`src/rtl/prog_chain_loader_if.sv`:
```
// rtl/prog_chain_loader_if.sv - config word valid/ready channel feeding the chain loader
interface prog_chain_loader_if #(
  parameter int WORD_W = 8
);
  logic [WORD_W-1:0] cfg_data;
  logic              cfg_valid;
  logic              cfg_ready;

  modport master (output cfg_data, output cfg_valid, input cfg_ready);
  modport slave  (input cfg_data, input cfg_valid, output cfg_ready);
endinterface

```
`src/rtl/prog_chain_loader.sv`:
```
// rtl/prog_chain_loader.sv - serialises config words onto the programmable-element scan chain
// Optional readback of the old chain contents via prog_tail when PROG_READBACK_EN is defined.
module prog_chain_loader #(
  parameter int CHAIN_LEN = 64,
  parameter int WORD_W    = 8,
  localparam int BL_W     = $clog2(CHAIN_LEN + 1),
  localparam int CW       = $clog2(WORD_W + 1)
) (
  input  logic              clk,
  input  logic              rst_n,
  input  logic              start,
  prog_chain_loader_if.slave cfg,
  output logic              prog_en,
  output logic              prog_in,
  input  logic              prog_tail,
  output logic              busy,
  output logic              done,
  output logic [BL_W-1:0]   bits_left,
  output logic [WORD_W-1:0] rb_data,
  output logic              rb_valid
);

  localparam logic [1:0] S_IDLE  = 2'd0;
  localparam logic [1:0] S_LOAD  = 2'd1;
  localparam logic [1:0] S_SHIFT = 2'd2;
  localparam logic [1:0] S_DONE  = 2'd3;

  logic [1:0]        state;
  logic [WORD_W-1:0] sr;
  logic [CW-1:0]     cnt;
  logic [CW-1:0]     first_cnt;

  // The last word may be shorter than WORD_W; its upper bits are never shifted.
  assign first_cnt = (int'(bits_left) < WORD_W) ? CW'(bits_left) : CW'(WORD_W);

  assign cfg.cfg_ready = (state == S_LOAD);
  assign prog_en       = (state == S_SHIFT);
  assign prog_in       = (state == S_SHIFT) & sr[0];
  assign busy          = (state != S_IDLE);
  assign done          = (state == S_DONE);

  always_ff @(posedge clk or negedge rst_n) begin
    if (!rst_n) begin
      state     <= S_IDLE;
      sr        <= '0;
      cnt       <= '0;
      bits_left <= '0;
    end else begin
      case (state)
        S_IDLE: begin
          if (start) begin
            state     <= S_LOAD;
            bits_left <= BL_W'(CHAIN_LEN);
          end
        end
        S_LOAD: begin
          if (cfg.cfg_valid) begin
            sr    <= cfg.cfg_data;
            cnt   <= first_cnt;
            state <= S_SHIFT;
          end
        end
        S_SHIFT: begin
          sr        <= sr >> 1;
          cnt       <= cnt - CW'(1);
          bits_left <= bits_left - BL_W'(1);
          if (cnt == CW'(1)) begin
            state <= (bits_left == BL_W'(1)) ? S_DONE : S_LOAD;
          end
        end
        default: begin
          state <= S_IDLE;
        end
      endcase
    end
  end

`ifdef PROG_READBACK_EN
  logic [WORD_W-1:0] rb_acc;
  logic [WORD_W-1:0] rb_next;
  logic [CW-1:0]     rb_idx;

  // First bit out of the tail lands in bit 0, matching cfg_data order.
  assign rb_next = rb_acc | (WORD_W'(prog_tail) << rb_idx);

  always_ff @(posedge clk or negedge rst_n) begin
    if (!rst_n) begin
      rb_acc   <= '0;
      rb_idx   <= '0;
      rb_data  <= '0;
      rb_valid <= 1'b0;
    end else begin
      rb_valid <= 1'b0;
      if (state == S_LOAD) begin
        rb_acc <= '0;
        rb_idx <= '0;
      end else if (state == S_SHIFT) begin
        rb_acc <= rb_next;
        rb_idx <= rb_idx + CW'(1);
        if (cnt == CW'(1)) begin
          rb_data  <= rb_next;
          rb_valid <= 1'b1;
        end
      end
    end
  end
`else
  logic unused_tail;
  assign unused_tail = prog_tail;
  assign rb_data     = '0;
  assign rb_valid    = 1'b0;
`endif

endmodule

```
`src/flat_wrapper.sv`:
```
// flat-port wrapper written by rule: the top's interface ports become plain ports
module prog_chain_loader_flat 
#(
  parameter int CHAIN_LEN = 64,
  parameter int WORD_W    = 8,
  localparam int BL_W     = $clog2(CHAIN_LEN + 1),
  localparam int CW       = $clog2(WORD_W + 1)
)
  (clk, rst_n, start, prog_en, prog_in, prog_tail, busy, done, bits_left, rb_data, rb_valid, cfg_cfg_data, cfg_cfg_valid, cfg_cfg_ready);
  prog_chain_loader_if #(.WORD_W(WORD_W)) cfg_i ();
  input  logic clk;
  input  logic rst_n;
  input  logic start;
  output logic prog_en;
  output logic prog_in;
  input  logic prog_tail;
  output logic busy;
  output logic done;
  output logic [BL_W-1:0] bits_left;
  output logic [WORD_W-1:0] rb_data;
  output logic rb_valid;
  input wire logic [$bits(cfg_i.cfg_data)-1:0] cfg_cfg_data;
  input wire logic [$bits(cfg_i.cfg_valid)-1:0] cfg_cfg_valid;
  output wire logic [$bits(cfg_i.cfg_ready)-1:0] cfg_cfg_ready;
  assign cfg_i.cfg_data = cfg_cfg_data;
  assign cfg_i.cfg_valid = cfg_cfg_valid;
  assign cfg_cfg_ready = cfg_i.cfg_ready;
  prog_chain_loader #(.CHAIN_LEN(CHAIN_LEN), .WORD_W(WORD_W)) u_core (.clk(clk), .rst_n(rst_n), .start(start), .cfg(cfg_i), .prog_en(prog_en), .prog_in(prog_in), .prog_tail(prog_tail), .busy(busy), .done(done), .bits_left(bits_left), .rb_data(rb_data), .rb_valid(rb_valid));
endmodule
```
`config.mk`:
```
export PLATFORM = sky130hd
export DESIGN_NAME = prog_chain_loader_flat
export DESIGN_NICKNAME = d
export VERILOG_FILES = /design/src/rtl/prog_chain_loader_if.sv /design/src/rtl/prog_chain_loader.sv /design/src/flat_wrapper.sv
export SDC_FILE = /design/constraint.sdc
export NUM_CORES = 1
export LEC_CHECK = 0
export BUFFER_PORTS_ARGS = -buffer_cell sky130_fd_sc_hd__buf_4
export CORE_MARGIN = 2
export CORE_UTILIZATION = 56
export DETAILED_ROUTE_END_ITERATION = 8
export PLACE_DENSITY = 0.84
export RECOVER_POWER = 50
export SYNTH_ARGS = -nofsm -noshare
export SYNTH_HDL_FRONTEND = slang
export SYNTH_SLANG_ARGS = --single-unit
export TNS_END_PERCENT = 5
```
`constraint.sdc`:
```
create_clock -name clk -period 2.47 [get_ports clk]
set_input_delay 0.247 -clock clk [delete_from_list [all_inputs] [get_ports clk]]
set_output_delay 0.247 -clock clk [all_outputs]
set_load 0.02 [all_outputs]
```
==> summary.md, run 1 <==
| Metric | Value |
|---|---|
| Kind of critical path | `flop to output port` |
| #FFs+latches synth | `21` |
| Async set-or-reset flop fraction in the synthesized netlist | `1.00` |
| Cell variety after synth | `41` |
| Max Cap Viol | `0` |
| Hold violation count in the final report | `0` |
| Static leakage power | `0.662 nW` |
| Fin. max-slew vios | `0` |
| DR pass1 iterations | `4` |
| Number of routed nets with antenna violations | `0` |
| FMAX | `0.485 GHz` |
| Status | `complete, no violations` |
| Final net count | `183` |
| Post-route fraction of the period consumed by the critical path | `0.835` |
| Via count of the first global-routing pass | `921` |
| Crit path setup slack, layout | `0.407 ns` |
| Share of final-layout standard cells stronger than drive strength 1 | `0.164` |
| Horizontal die dimension | `52.4 um` |
| FP Rows | `17` |
| Overall track demand over capacity in global routing | `0.204` |
| ANT cells | `0` |
| TritonCTS clock tree | `done` |
| Kind of start point of the critical path | `flop` |
| Largest net degree at the start of global routing | `24` |
| Biggest area consumer among synthesized cells | `dfrtp_1` |
| CP Capture Type | `output port` |
| Arrival time of the worst setup path | `1.82 ns` |
| Root Buffer | `clkbuf_4` |
| Number of vias after detailed routing | `1078` |
| Wirelength, routed | `2740 um` |
| Cell with the most instances after synthesis | `nand2_1` |
| Y dimension of the die | `52.4 um` |
| IO Pins | `34` |
| Placement Setup Slack | `0.786 ns` |
| Placement-stage cell area | `1430 sq um` |
| Aggregate negative setup slack | `0 ns` |
| Port-buffer cells | `23` |
| Minimum setup slack among reg-to-reg paths | `0.76 ns` |
| Dominant register cell in the synthesized netlist | `dfrtp_1` |
| Overall die area | `2740 sq um` |
| Min Tclk post-route | `2.06 ns` |
| # DRC | `0` |
| Register area share after synthesis | `0.401` |
| Clock-pin slew on the worst setup and hold paths | `0.12 ns` |
| Slew of the pin with the lowest slew margin | `1.13 ns` |
| Leading cell types by count after synthesis | `nand2_1 (26), dfrtp_1 (21), a31oi_1 (9), buf_4 (9), nor3_1 (9)` |
| Final clock skew | `0.0134 ns` |
| Post-Syn Area | `1310 sq um` |
| Tightest slew margin relative to the limit | `0.247` |
| CTS Buffer Depth | `2` |
| Unrepaired setup endpoints after global routing | `false` |
| Synth top area share | `0.401` |
| Detailed-placement wirelength estimate | `1960 um` |
| Placeable Area | `2210 sq um` |
| Clock Sinks | `21` |
| Final estimated routing congestion in global placement | `0.781` |
| Post-DR vias/cell | `5.59` |
| Largest driver fanout on the critical path | `23` |
| Min Hold Slack | `0.212 ns` |
| Leading post-synthesis cells by cell area | `dfrtp_1 (40%), nand2_1 (7.4%), buf_4 (5.2%)` |
| Synthesized area per cell | `9.04 sq um` |
| Number of buffers created by CTS | `3` |
| Non-Filler Cell Area, Final | `1440 sq um` |
| Routed wire length per instance | `14.2 um` |
| IR Drop Worst-Case VDD | `0.745 mV` |
| Overflow after GRT | `0` |
| Power per unit of standard cell area | `1200 nW/um^2` |
| Post-synthesis instance total | `145` |
| Starting DRT DRC Count | `25` |
| CTS H-tree lvls | `1` |
| Classification of the worst-slack hold path | `input pin to flop` |
| Synth-to-layout area growth | `10.1%` |
| Initial core utilization | `0.593` |
| CP Data Required Time | `2.22 ns` |
| Number of antenna violations at the first check in global routing | `0` |
| Overall power consumption | `1.73 mW` |
| Latest clock arrival within the worst-skew pair | `0.30 ns` |
| Number of warnings issued by yosys | `0` |
| Count of flip-flops with a built-in enable after synthesis | `0` |
| Final Setup Violations | `0` |
| Wire length of the first global-routing pass | `4200 um` |
-- flip-flops by register name, indices dropped and copies added, names as in the netlist --
register,flops
u_core.state,2
u_core.cnt,4
u_core.bits_left,7
u_core.sr,8
-- repair_timing --
item,4_1_cts,5_1_grt
endpoints found under the hold margin,21,0
setup endpoints to repair,0,0
hold buffers,1,0
resized for setup,0,0
setup buffers,0,0
-- metrics by stage --
stage | std cells | util
4_1_cts | 193 | 0.663
3_3_place_gp | 188 | 0.646
2_1_floorplan | 153 | -
5_1_grt | 193 | 0.653
3_5_place_dp | 188 | 0.646
6_report | 193 | 0.653
-- critical path, stage by stage, from the launching register on --
cell	delay [ns]
dfrtp_1	0.63
nand2b_1	0.30
inv_4	0.28
and2_1	0.16
buf_4	0.13
-- cell families after synthesis --
logic type / after synthesis / synth area share
AO/OA/AOI/OAI: 27 / 0.150
adder cells (fa/ha/maj): 4 / 0.0382
buffers and inverters: 26 / 0.124
flip-flops: 21 / 0.401
multiplexers: 4 / 0.0305
other: 1 / 0.00286
AND/OR/NAND/NOR: 62 / 0.254
-- final cells by class --
type | instances | area [sq um]
Multi-Input combinational cell | 106 | 653
Clock buffer | 4 | 26.3
Timing Repair Buffer | 25 | 168
Tap cell | 28 | 35.0
Fill cell | 201 | 768
Inverter | 9 | 36.3
Sequential cell | 21 | 526
-- final timing paths --
path / cells after the start / to / from
max in group asynchronous: 2 / u_core.bits_left[3] / rst_n
worst min register to register: 2 / u_core.cnt[2] / u_core.cnt[2]
worst max register to register: 3 / u_core.cnt[0] / u_core.state[0]
worst min-delay path: 3 / u_core.sr[4] / cfg_cfg_data[4]
min in group asynchronous: 2 / u_core.cnt[2] / rst_n
worst max-delay path: 4 / prog_in / u_core.state[1]
-- power by group --
part | switching (mW) | internal, mW
combinational | 0.505 | 0.372
sequential | 0.199 | 0.493
clock | 0.102 | 0.0628
total | 0.806 | 0.928
-- routing by layer --
metal | routed length, um | vias up | GRT usage
li1 | - | 528 | -
met1 | 1270 | 522 | 0.276
met5 | 0 | - | 0
met4 | 13 | 0 | 0.0513
met2 | 1340 | 26 | 0.346
met3 | 112 | 2 | 0.0257
-- cell usage in the layout (no fill, tap or decap), drive strengths merged, types with 2 or more instances in the layout --
cell and instances:
nor2 2, clkbuf 10, mux2i 4, nand3b 2
o21ai 6, nand2b 5, nand3 6, nor3 10
buf 18, conb 9, nor4 2, inv 9
and2 2, dfrtp 21, a31oi 9, nand2 26
ha 4
Note: power is estimated with default switching activity, not from simulation.
==> run 2, diff against run 1 <==
Settings changed: ABC_AREA from default to 1, CORE_UTILIZATION 56 to 52, PLACE_DENSITY 0.84 to 0.79.
Clock period 2.47 ns to 2.05 ns, I/O delays scaled along.
==> run 2 against run 1 <==
Against the previous run:
- via count rose by 3.2%
- cell count rose by 17%
- register-to-register slack got worse by 0.26 ns
- wire length fell by 10%
- critical endpoint is now prog_en
==> summary.md, run 2 <==
| Metric | Value |
|---|---|
| Kind of start point of the critical path | `flop (unchanged)` |
| Number of warnings issued by yosys | `0 (unchanged)` |
| Final Setup Violations | `0 (unchanged)` |
| CP Data Required Time | `1.85 ns (was 2.22 ns)` |
| Placeable Area | `2410 sq um (was 2210 sq um)` |
| Share of final-layout standard cells stronger than drive strength 1 | `0.143 (was 0.164)` |
| Post-synthesis instance total | `172 (was 145)` |
| Post-route fraction of the period consumed by the critical path | `0.768` |
| Gates resized, CTS repair | `0 (unchanged)` |
| Overall track demand over capacity in global routing | `0.183 (was 0.204)` |
| Synth top area share | `0.407 (was 0.401)` |
| Worst r2r src | `u_core.state[1] (was u_core.state[0])` |
| Commonest non-fill, non-tap cells in the layout | `nand2_1 (39), inv_1 (28), dfrtp_1 (21) (was nand2_1 (26), dfrtp_1 (21), buf_4 (18))` |
| Aggregate negative setup slack | `0 ns (unchanged)` |
| Wire length of the first global-routing pass | `3880 um (was 4200 um)` |
| Largest Register | `u_core.sr (unchanged)` |
| Horizontal die dimension | `53.8 um (was 52.4 um)` |
| Slew of the pin with the lowest slew margin | `1.11 ns (was 1.13 ns)` |
| Post-Syn Area | `1290 sq um (was 1310 sq um)` |
| Classification of the worst-slack hold path | `input pin to flop (unchanged)` |
| Hold violation count in the final report | `0 (unchanged)` |
| ANT cells | `0 (unchanged)` |
| Overall die area | `2890 sq um (was 2740 sq um)` |
| Wirelength, routed | `2460 um (was 2740 um)` |
| Latest clock arrival within the worst-skew pair | `0.30 ns (about the same)` |
| Unrepaired setup endpoints after global routing | `false (unchanged)` |
| Final estimated routing congestion in global placement | `0.842 (was 0.781)` |
| Via count of the first global-routing pass | `994 (was 921)` |
| Leading registers by flop count | `u_core.sr: 8 flops, u_core.bits_left: 7 flops, u_core.cnt: 4 flops (unchanged)` |
| Clock network power share | `0.092 (was 0.095)` |
| Cell with the most instances after synthesis | `nand2_1 (unchanged)` |
| Port-buffer cells | `23 (unchanged)` |
| IO Pins | `34 (unchanged)` |
| Min Tclk post-route | `1.57 ns` |
| Final clock skew | `0.00332 ns (was 0.0134 ns)` |
| Most common library cell in the layout ignoring fill and taps | `nand2_1 (unchanged)` |
| Minimum setup slack among reg-to-reg paths | `0.50 ns (was 0.76 ns)` |
| Switching portion of total power | `0.489 (was 0.465)` |
| Root Buffer | `clkbuf_4 (unchanged)` |
| Leading post-synthesis cells by cell area | `dfrtp_1 (41%), nand2_1 (11%), inv_1 (8.1%) (was dfrtp_1 (40%), nand2_1 (7.4%), buf_4 (5.2%))` |
| #FFs+latches synth | `21 (unchanged)` |
| Detailed-placement wirelength estimate | `1890 um (was 1960 um)` |
| Clock Sinks | `21 (unchanged)` |
| Dominant register cell in the synthesized netlist | `dfrtp_1 (unchanged)` |
| Power per unit of standard cell area | `1470 nW/um^2 (was 1200 nW/um^2)` |
| Final net count | `214 (was 183)` |
| Post-CTS Setup Inserts | `0 (unchanged)` |
| Count of flip-flops with a built-in enable after synthesis | `0 (unchanged)` |
| Kind of critical path | `flop to output port (unchanged)` |
| Routed wire length per instance | `10.9 um (was 14.2 um)` |
| Static leakage power | `0.768 nW (was 0.662 nW)` |
| Share of power burned in combinational logic | `0.555 (was 0.506)` |
| FMAX | `0.635 GHz` |
| Pint | `1.09 mW (was 0.928 mW)` |
| Switching power of the nets | `1.04 mW (was 0.806 mW)` |
| TritonCTS clock tree | `done (unchanged)` |
| CTS Buffer Depth | `2 (unchanged)` |
| Synthesized area per cell | `7.50 sq um (was 9.04 sq um)` |
| FP Rows | `18 (was 17)` |
| Number of vias after detailed routing | `1113 (was 1078)` |
| CP Capture Type | `output port (unchanged)` |
| Tightest slew margin relative to the limit | `0.262 (was 0.247)` |
| Synth-to-layout area growth | `12.0% (was 10.1%)` |
| Overall power consumption | `2.12 mW (was 1.73 mW)` |
| Clock-pin slew on the worst setup and hold paths | `0.11 ns (was 0.12 ns)` |
| Beginning of the worst hold path | `cfg_cfg_data[7] (was cfg_cfg_data[4])` |
| Y dimension of the die | `53.8 um (was 52.4 um)` |
| Arrival time of the worst setup path | `1.37 ns (was 1.82 ns)` |
| Biggest area consumer among synthesized cells | `dfrtp_1 (unchanged)` |
| Register area share after synthesis | `0.407 (was 0.401)` |
| Largest net degree at the start of global routing | `22 (was 24)` |
| Hold path cells | `3 (unchanged)` |
| Initial core utilization | `0.535 (was 0.593)` |
| Min Hold Slack | `0.132 ns (was 0.212 ns)` |
| Number of antenna violations at the first check in global routing | `0 (unchanged)` |
| Number of buffers created by CTS | `3 (unchanged)` |
| End of the worst register-to-register path | `u_core.bits_left[6] (was u_core.cnt[0])` |
| # DRC | `0 (unchanged)` |
| Async set-or-reset flop fraction in the synthesized netlist | `1.00 (unchanged)` |
| IR Drop Worst-Case VDD | `0.823 mV (was 0.745 mV)` |
| Starting DRT DRC Count | `6 (was 25)` |
| Overflow after GRT | `0 (unchanged)` |
| Status | `complete, no violations (unchanged)` |
| Worst reg-to-reg path cell count | `6 (was 3)` |
| Largest driver fanout on the critical path | `21 (was 23)` |
| Worst min-delay path endpoint | `u_core.sr[7] (was u_core.sr[4])` |
| Number of hold-repair buffers added at the cts stage | `1 (unchanged)` |
| Cell variety after synth | `24 (was 41)` |
| Number of routed nets with antenna violations | `0 (unchanged)` |
| Share of total power in sequential cells | `0.354 (was 0.399)` |
| Post-DR vias/cell | `4.92 (was 5.59)` |
| CTS H-tree lvls | `1 (unchanged)` |
| Fin. max-slew vios | `0 (unchanged)` |
| Number of flip-flops under the largest register name | `8 (unchanged)` |
| Max Cap Viol | `0 (unchanged)` |
| DR pass1 iterations | `4 (unchanged)` |
| Leading cell types by count after synthesis | `nand2_1 (39), inv_1 (28), dfrtp_1 (21) (was nand2_1 (26), dfrtp_1 (21), a31oi_1 (9), buf_4 (9), nor3_1 (9))` |
run 2: changes by cell type after synthesis, sizes merged, moves of 9 or more:
cell	delta
a31oi	-9
nor2	+15
inv	+21
nand2	+15
nor3	-9
o21ai	+11
run 2: worst max path at each step:
stage | start | to | slack, ns
CTS | u_core.state[1] | prog_en | 0.43
global placement | u_core.state[1] | u_core.state[1] | 0.75
detailed placement | u_core.state[1] | u_core.state[1] | 0.69
finish | u_core.state[1] | prog_en | 0.48
global route | u_core.state[1] | u_core.bits_left[6] | 0.35
floorplan | u_core.bits_left[0] | u_core.bits_left[6] | 0.80
run 2: stage by stage:
stage | instances | area [sq um] | setup slack [ns] | util
2_1_floorplan | 180 | 1320 | 0.803 | -
3_3_place_gp | 221 | 1440 | 0.748 | 0.596
3_5_place_dp | 221 | 1440 | 0.688 | 0.596
4_1_cts | 226 | 1470 | 0.427 | 0.611
5_1_grt | 226 | 1450 | 0.346 | 0.600
6_report | 226 | 1450 | 0.476 | 0.600
run 2: worst max-delay path: stages, from the launching register on:
cell     delay (ns)
dfrtp_1        0.48
inv_2          0.09
nor2_2         0.09
buf_4          0.23
buf_4          0.18
run 2: cell type report:
cell class,count,area [sq um]
Clock buffer,4,26.3
Fill cell,236,965
Inverter,30,113
Multi-Input combinational cell,116,576
Sequential cell,21,526
Tap cell,30,37.5
Timing Repair Buffer,25,168
run 2: layer usage:
metal	share of wire	global-route usage	vias to the layer above
met2	0.49	0.319	20
met5	0	0	-
li1	-	-	572
met1	0.46	0.220	514
met4	0.016	0.0769	0
met3	0.039	0.0306	7
run 2: cell families (layout without fill, tap and decap cells):
family / count (synthesis) / after routing / synth area share
buffers and inverters: 43 / 59 / 0.167
AOI/OAI and AO/OA: 29 / 29 / 0.133
DFF: 21 / 21 / 0.407
and+or+nand+nor: 74 / 74 / 0.251
adders and majority gates: 4 / 4 / 0.0388
other: 1 / 9 / 0.00291
run 2: power groups by stage:
stage	clock network (mW)	registers, mW	logic, mW
final	0.195	0.751	1.18
after global routing	0.213	0.774	1.34
after CTS	0.200	0.751	1.23
after detailed placement	0	0.758	1.22
after global placement	0	0.752	1.17
after floorplan	0	0.796	0.876
